--- src/rtl/ctrl_byte_arbiter_pkg.sv ---
// Shared definitions for the control-unit byte arbiter: FSM state encodings
// and the two-requester round-robin selection helper.
//
// The READY_CODE parameter of ctrl_byte_arbiter must equal the controller's
// CONTROLLER_STATE_READY encoding (controller.vh), otherwise frames never end.
package ctrl_byte_arbiter_pkg;

  typedef enum logic [1:0] {
    ARB_STATE_IDLE   = 2'b00,
    ARB_STATE_LOCKED = 2'b01,
    ARB_STATE_FRAME  = 2'b10
  } arb_state_e;

  // Pick the winning source index from a 2-bit request vector; pri breaks ties.
  function automatic logic rr_select(input logic [1:0] req, input logic pri);
    logic sel;
    case (req)
      2'b01:   sel = 1'b0;
      2'b10:   sel = 1'b1;
      2'b11:   sel = pri;
      default: sel = 1'b0;
    endcase
    return sel;
  endfunction

endpackage

--- src/rtl/ctrl_byte_arbiter.sv ---
// Two-source command byte arbiter in front of control_unit_seq.
// A source is granted for a whole command frame (command byte up to the
// controller returning to READY), so bytes of different sources never mix.
// Round-robin priority flips after every frame; a watchdog flags a frame that
// is starved of bytes, and a wrapping counter tallies completed frames.
module ctrl_byte_arbiter
  import ctrl_byte_arbiter_pkg::*;
#(
  parameter logic [7:0]  READY_CODE     = 8'd0,
  parameter int unsigned TIMEOUT_CYCLES = 65535,
  parameter int unsigned CTR_WIDTH      = 16
) (
  input  logic                 clk,
  input  logic                 reset,
  input  logic [7:0]           src_byte_0,
  input  logic                 src_valid_0,
  output logic                 src_pop_0,
  input  logic [7:0]           src_byte_1,
  input  logic                 src_valid_1,
  output logic                 src_pop_1,
  output logic [7:0]           in_byte,
  output logic                 in_ready,
  input  logic                 next,
  input  logic [7:0]           control_state,
  output logic                 grant,
  output logic                 busy,
  output logic                 stall,
  input  logic                 stall_clear,
  output logic [CTR_WIDTH-1:0] frame_count
);

  // Timer counts up to TIMEOUT_CYCLES and parks there, so the stall set
  // condition (timer at TIMEOUT_CYCLES-1) is a single-cycle event and a
  // stall_clear during a continuing starvation is not overridden forever.
  localparam int unsigned      TMR_W   = $clog2(TIMEOUT_CYCLES + 1);
  localparam logic [TMR_W-1:0] TMR_SAT = TMR_W'(TIMEOUT_CYCLES);
  localparam logic [TMR_W-1:0] TMR_SET = TMR_W'(TIMEOUT_CYCLES - 1);

  arb_state_e           state_r;
  arb_state_e           state_s;
  logic                 grant_r;
  logic                 grant_s;
  logic                 rr_pri_r;
  logic                 stall_r;
  logic [CTR_WIDTH-1:0] frame_count_r;
  logic [TMR_W-1:0]     timer_r;

  logic                 sel_valid_s;
  logic                 ctrl_ready_s;
  logic                 owns_s;
  logic                 in_ready_s;
  logic                 frame_done_s;
  logic                 starve_s;
  logic                 stall_set_s;

  assign sel_valid_s  = grant_r ? src_valid_1 : src_valid_0;
  assign ctrl_ready_s = (control_state == READY_CODE);
  assign frame_done_s = (state_r == ARB_STATE_FRAME) && ctrl_ready_s;
  assign starve_s     = (state_r == ARB_STATE_FRAME) && !sel_valid_s && !ctrl_ready_s;
  assign stall_set_s  = starve_s && (timer_r == TMR_SET);

  // Next-state, grant decision and forwarding enables for the arbiter FSM.
  always_comb begin
    state_s    = state_r;
    grant_s    = grant_r;
    in_ready_s = 1'b0;
    owns_s     = 1'b0;
    case (state_r)
      ARB_STATE_IDLE: begin
        if (src_valid_0 || src_valid_1) begin
          grant_s = rr_select({src_valid_1, src_valid_0}, rr_pri_r);
          state_s = ARB_STATE_LOCKED;
        end else begin
          state_s = ARB_STATE_IDLE;
        end
      end
      ARB_STATE_LOCKED: begin
        owns_s     = 1'b1;
        in_ready_s = sel_valid_s;
        if (next) begin
          state_s = ARB_STATE_FRAME;
        end else begin
          state_s = ARB_STATE_LOCKED;
        end
      end
      ARB_STATE_FRAME: begin
        owns_s = 1'b1;
        // Hold off while READY so the owner cannot start a new frame unarbitrated.
        in_ready_s = sel_valid_s && !ctrl_ready_s;
        if (ctrl_ready_s) begin
          state_s = ARB_STATE_IDLE;
        end else begin
          state_s = ARB_STATE_FRAME;
        end
      end
      default: begin
        state_s = ARB_STATE_IDLE;
      end
    endcase
  end

  assign in_ready    = in_ready_s;
  assign in_byte     = grant_r ? src_byte_1 : src_byte_0;
  assign src_pop_0   = next && owns_s && !grant_r;
  assign src_pop_1   = next && owns_s && grant_r;
  assign grant       = grant_r;
  assign busy        = (state_r != ARB_STATE_IDLE);
  assign stall       = stall_r;
  assign frame_count = frame_count_r;

  // FSM state, locked grant, round-robin priority and frame counter.
  always_ff @(posedge clk or negedge reset) begin
    if (!reset) begin
      state_r       <= ARB_STATE_IDLE;
      grant_r       <= 1'b0;
      rr_pri_r      <= 1'b0;
      frame_count_r <= {CTR_WIDTH{1'b0}};
    end else begin
      state_r <= state_s;
      grant_r <= grant_s;
      if (frame_done_s) begin
        rr_pri_r      <= ~grant_r;
        frame_count_r <= frame_count_r + CTR_WIDTH'(1);
      end else begin
        rr_pri_r      <= rr_pri_r;
        frame_count_r <= frame_count_r;
      end
    end
  end

  // Starvation timer: runs only inside a frame, restarts on every consumed byte.
  always_ff @(posedge clk or negedge reset) begin
    if (!reset) begin
      timer_r <= {TMR_W{1'b0}};
    end else if ((state_r != ARB_STATE_FRAME) || next) begin
      timer_r <= {TMR_W{1'b0}};
    end else if (starve_s && (timer_r != TMR_SAT)) begin
      timer_r <= timer_r + TMR_W'(1);
    end else begin
      timer_r <= timer_r;
    end
  end

  // Sticky stall flag; a new timeout takes precedence over a clear request.
  always_ff @(posedge clk or negedge reset) begin
    if (!reset) begin
      stall_r <= 1'b0;
    end else if (stall_set_s) begin
      stall_r <= 1'b1;
    end else if (stall_clear) begin
      stall_r <= 1'b0;
    end else begin
      stall_r <= stall_r;
    end
  end

endmodule

--- config.mk ---
export PLATFORM = sky130hd
export DESIGN_NAME = ctrl_byte_arbiter
export DESIGN_NICKNAME = d
export VERILOG_FILES = /design/src/rtl/ctrl_byte_arbiter_pkg.sv /design/src/rtl/ctrl_byte_arbiter.sv
export SDC_FILE = /design/constraint.sdc
export NUM_CORES = 1
export LEC_CHECK = 0
export ABC_AREA = 0
export BUFFER_PORTS_ARGS = -buffer_cell sky130_fd_sc_hd__buf_4
export CORE_MARGIN = 4
export CORE_UTILIZATION = 56
export DETAILED_ROUTE_END_ITERATION = 8
export PLACE_DENSITY = 0.95
export SLEW_MARGIN = 10
export SYNTH_ARGS = -nofsm -noshare
export SYNTH_HDL_FRONTEND = slang
export SYNTH_SLANG_ARGS = --single-unit
--- constraint.sdc ---
create_clock -name clk -period 4.5 [get_ports clk]
set_input_delay 0.225 -clock clk [delete_from_list [all_inputs] [get_ports clk]]
set_output_delay 0.225 -clock clk [all_outputs]
set_load 0.01 [all_outputs]
# Yosys cells after proc, flatten, opt, wreduce, memory -nomap -nowiden
# Cells that the tools add are included.
# word_totals
wordCells	50
inputBits	30
ff_bits	37
out_inout_bits	30
# classes
bitwise	1
muxes	13
reduce_logical	21
n_eq_ne	7
n_addsub	2
# ops
op	n
16-bit by 1-bit adder with 16-bit output (second input constant)	2
16-bit 2-to-1 mux	2
16-bit == test (second input constant)	1
16-bit != test (second input constant)	1
1-bit logical AND	9
8-bit zero test	1
8-bit 2-to-1 mux	1
2-bit == test (second input constant)	3
2-bit case mux with 3 select lines	1
2-bit nonzero test	3
1-bit 2-to-1 mux	5
2-bit 2-to-1 mux	2
1-bit case mux with 2 select lines	2
1-bit zero test	3
2-bit by 1-bit == test with 1-bit output (second input constant)	1
2-bit zero test	1
1-bit logical OR	2
2-bit != test (second input constant)	1
2-bit AND reduction	1
2-bit OR reduction	1
1-bit inverter	1

# Logic depth before layout (Yosys ltp)
# depth
ltp_word	7
ltp_mapped	7

# Worst setup path before layout
# No wires, ideal clock.
# synth_path
path_type	reg-to-reg
start	reg grant_r (netlist: grant)
end	reg timer_r[3]
t_arrival_ns	1.738
setup_slack_ns	2.684
stages_incl_launch_ff	5
n_path_buf	0
synth_period_minus_slack_ns	1.816
required_ns	4.422
cell_sequence	dfrtp_1 mux2_4 a211o_4 or4_1 a21oi_1
# synth_between
elab_chain_len	6
# synth_rtl
element	line_no	text
start, declared	ctrl_byte_arbiter.sv:41	logic grant_r;
start signal, assigned	ctrl_byte_arbiter.sv:120	grant_r <= grant_s;
1-bit 2-to-1 mux	ctrl_byte_arbiter.sv:56	assign sel_valid_s = grant_r ? src_valid_1 : src_valid_0;
1-bit zero test	ctrl_byte_arbiter.sv:59	assign starve_s = (state_r == ARB_STATE_FRAME) && !sel_valid_s && !ctrl_ready_s;
1-bit logical AND (2 in series)	ctrl_byte_arbiter.sv:59	
1-bit logical AND	ctrl_byte_arbiter.sv:137	end else if (starve_s && (timer_r != TMR_SAT)) begin
2-bit nonzero test (no line)	-	
end signal, assigned	ctrl_byte_arbiter.sv:136	timer_r <= {TMR_W{1'b0}};
end signal, assigned	ctrl_byte_arbiter.sv:138	timer_r <= timer_r + TMR_W'(1);
end signal, assigned	ctrl_byte_arbiter.sv:140	timer_r <= timer_r;
end, declared	ctrl_byte_arbiter.sv:46	logic [TMR_W-1:0] timer_r;
# No other way between the ends.
# A chain may end at the register's enable or synchronous reset.

# Final worst setup path
# layout_path
start	reg grant_r (netlist: grant)
end	reg timer_r[7]
# The elaborated chain is that of the path after synthesis.

==> summary.log <==
[critical_path] crit path cell chain mux2_4 -> a211o_4 -> or4_1 -> a21oi_1
[run_status] run status complete, no violations
[sta] total of endpoints with negative setup slack in the final report 0
[sta] Final WS setup 2.33 ns
[final_layout] number of diodes 0
[detailed_routing] number of nets with antenna violations after routing 0
[synth] fraction of synthesized cell area taken by the top area cell type 43.4%
[job] number of max-cap violations 0
[critical_path] CP max stage cell sky130_fd_sc_hd__dfrtp_1
[critical_path] CP max FO 18
[detailed_routing] routed wire length per instance 15.2 µm
[synth] most repeated cell in the gate-level netlist after synthesis sky130_fd_sc_hd__dfrtp_1
[pwr] proportion of power drawn by flip-flops and latches 39.3%
[sta] Final Cycle Share 48.3%
[synth] Synth area leader sky130_fd_sc_hd__dfrtp_1
[sta] fin. max-slew vios 0
[pwr] Max IR drop VDD 269 µV
[detailed_routing] routed via count 1949
[critical_path] maximum cell stage delay along the critical path 0.64 ns
[cts] clock buffers created by TritonCTS 5
[synth] count of synthesis-stage warnings from yosys 0
[detailed_routing] iteration count of the initial detailed-routing pass 4
[min_path] Worst Hold Class in2reg
[global_route] initial antenna violation count 0
[global_route] vias in the first global route 1934
[global_route] first-pass GRT wire length 8590 µm
[final_layout] number of nets in the finished design 313
[place] # port buffers 59
[final_layout] proportion of layout cells with a drive suffix above 1 30.3%
[place] DP HPWL 3530 µm
[cts] CTS tree done
[synth] mean post-synth cell area 9.87 µm²
[sta] time the final worst path needs with I/O delays and setup 2.17 ns
[synth] number of flops mapped to enable cells by yosys 0
[synth] cell area after synthesis 0.00213 mm²
[floorplanning] number of placement rows 22
[synth] most used flip-flop cell after synthesis sky130_fd_sc_hd__dfrtp_1
[floorplanning] placeable core area 0.00366 mm²
[global_route] Total Routing Usage GR 21.6%
[cts] clock transition at the registers of the reported paths 0.07 ns
[final_layout] post-route design area 0.00274 mm²
[sta] actual slew at the worst max-slew pin 0.678 ns
[cts] number of H-tree branching levels 2
[pwr] Net Switching 285 µW
[synth] main area contributors after synthesis sky130_fd_sc_hd__dfrtp_1 (43%), sky130_fd_sc_hd__mux2_2 (4.8%), sky130_fd_sc_hd__nand4_1 (4.4%)
[pwr] Leak 0.00129 µW
[place] Placed Instance Area 0.00261 mm²
[sta] Max Fclk 460 MHz
[final_layout] Cell Count, Final, Fillers Out 325
[critical_path] Critical Path Source Type flop
[pwr] PD cells 348 mW/mm²
[cts] number of post-CTS setup repair buffers 0
[sta] Max Clock Skew 0.00789 ns
[detailed_routing] drt drc 0
[pwr] Cell Int Power 669 µW
[critical_path] Arr. time, crit path 2.38 ns
[global_route] GR Overflow Total 0
[critical_path] required time at the worst-slack endpoint 4.71 ns
[floorplanning] Chip Width 69.7 µm
[critical_path] Critical Path End Type flop
[floorplanning] die area 0.00486 mm²
[synth] Net Count, Synth 253
[sta] Final TNS setup 0 ns
[synth] commonest cells in the netlist sky130_fd_sc_hd__dfrtp_1 (37), sky130_fd_sc_hd__nand2_1 (16), sky130_fd_sc_hd__nand4_1 (15), sky130_fd_sc_hd__a21oi_1 (12), sky130_fd_sc_hd__nand3_1 (11)
[pwr] part of the total power dissipated in the clock network 31.8%
[synth] part of the Yosys area used for sequential elements 43.4%
[final_layout] fill count 257
[place] number of cells after detailed placement 316
[final_layout] relative area change from synthesis to final layout 28.6%
[cts] # clock sinks 37
[floorplanning] Initial Utilization 58.2%
[sta] RSZ-0062 raised after global routing no
[final_layout] fraction of the core area covered by cells at the end of the flow 74.9%
[pwr] share of total power in combinational logic 28.9%
[cts] root buffer cell sky130_fd_sc_hd__clkbuf_8
[sta] number of hold violations in the final report 0
[detailed_routing] drt initial violations 178
[floorplanning] Boundary Pins 60
[global_route] largest net degree at the start of global routing 38
[synth] count of different cell masters after synthesis 38
[detailed_routing] post-DR vias/cell 6.00
[synth] synthesis-stage register bit count 37
[sta] worst slew margin relative to its limit 54.4%
[pwr] Sw Ratio 29.9%
[place] final estimated routing congestion in global placement 0.831
[floorplanning] vertical die dimension 69.7 µm
[detailed_routing] Total Routed Length 4930 µm
[cts] clk buf depth 2
[critical_path] kind of critical path reg2reg
[cts] Clk Latency, worst-skew pair 0.30 ns
[place] Setup WS pre-CTS 2.34 ns
[synth] Syn Inst Count 216
[synth] fraction of synthesis flops using an asynchronous set or reset pin 100%
cell usage in the layout (no fill, tap or decap), types with 3 or more instances in the layout:
master,n
sky130_fd_sc_hd__o21ai_0,4
sky130_fd_sc_hd__a41o_1,3
sky130_fd_sc_hd__nor2_1,9
sky130_fd_sc_hd__inv_1,7
sky130_fd_sc_hd__mux2_2,9
sky130_fd_sc_hd__nand2b_1,4
sky130_fd_sc_hd__nor3_1,6
sky130_fd_sc_hd__nand2_1,16
sky130_fd_sc_hd__nand4_1,15
sky130_fd_sc_hd__nand3_1,11
sky130_fd_sc_hd__a31oi_1,3
sky130_fd_sc_hd__buf_4,61
sky130_fd_sc_hd__or4_1,8
sky130_fd_sc_hd__and4_1,3
sky130_fd_sc_hd__nor4_1,6
sky130_fd_sc_hd__nor4_2,3
sky130_fd_sc_hd__ha_1,7
sky130_fd_sc_hd__o31ai_1,6
sky130_fd_sc_hd__and3_1,8
sky130_fd_sc_hd__xor2_1,7
sky130_fd_sc_hd__xnor2_1,8
sky130_fd_sc_hd__clkbuf_8,6
sky130_fd_sc_hd__dfrtp_1,37
sky130_fd_sc_hd__a21oi_1,12
power groups by stage:
| stage | Combinational, µW | Clock (µW) | Sequential [µW] |
|---|---|---|---|
| floorplan | 171 | 0 | 369 |
| global placement | 273 | 0 | 380 |
| detailed placement | 274 | 0 | 382 |
| CTS | 278 | 307 | 375 |
| global route | 304 | 325 | 379 |
| finish | 276 | 304 | 375 |
stage by stage:
stage	hold WS (ns)	total power (µW)
global route	0.125	1010
global placement	0.212	653
floorplan	-0.0706	540
CTS	0.118	960
finish	0.120	955
detailed placement	0.214	656
cell type report:
type | instances | area (µm²) | area share (%)
clock buffers | 6 | 82.6 | 3.01
clock inverters | 2 | 37.5 | 1.37
inverters | 7 | 26.3 | 0.958
multi-input cells | 163 | 1140 | 41.7
flip-flops and latches | 37 | 926 | 33.8
well taps | 48 | 60.1 | 2.19
repair buffers | 62 | 468 | 17.1
repair_timing:
action | in CTS | in global routing
endpoints found under the setup margin | 0 | 0
gates resized for setup | 0 | 0
hold buffers | 1 | 0
hold endpoints to repair | 37 | 0
cells by family (layout without fill, tap and decap cells):
family / Yosys count / after routing / synth area share, %
buffers and inverters: 16 / 77 / 2.99
multiplexers: 12 / 12 / 6.40
AND/OR/NAND/NOR: 92 / 92 / 24.9
flip-flops: 37 / 37 / 43.4
XOR/XNOR: 15 / 15 / 6.16
adder cells (fa/ha/maj): 7 / 7 / 4.11
AO/OA/AOI/OAI: 37 / 37 / 12.0
state kept, by name (all words and copies together) (netlist names):
| signal | flops |
|---|---|
| frame_count | 16 |
| rr_pri_r | 1 |
| grant | 1 |
| state_r | 2 |
| stall | 1 |
| timer_r | 16 |
critical path, delay by kind of cell, from the launching register on:
| family | cells | cell delay, ns |
|---|---|---|
| mux | 1 | 0.36 |
| simple gates | 1 | 0.52 |
| flops | 1 | 0.64 |
| compound gates | 2 | 0.56 |
routing by layer:
layer / global-route usage [%] / up-vias / routed length, µm
met2: 36.8 / 71 / 2470
met4: 10.0 / 0 / 48
met3: 4.78 / 6 / 341
met5: 0 / - / 0
met1: 26.0 / 944 / 2070
li1: - / 928 / -
final timing paths:
| kind | depth (start not counted) | to | start | slack [ns] |
|---|---|---|---|---|
| min | 2 | grant | src_valid_0 | 0.12 |
| min reg2reg | 1 | frame_count[15] | frame_count[15] | 0.48 |
| max reg2reg | 4 | timer_r[7] | grant | 2.33 |
| min in group asynchronous | 2 | timer_r[0] | reset | 0.42 |
| max | 4 | timer_r[7] | grant | 2.33 |
| max in group asynchronous | 2 | timer_r[11] | reset | 3.75 |
Power figures use the tool's default switching activity.
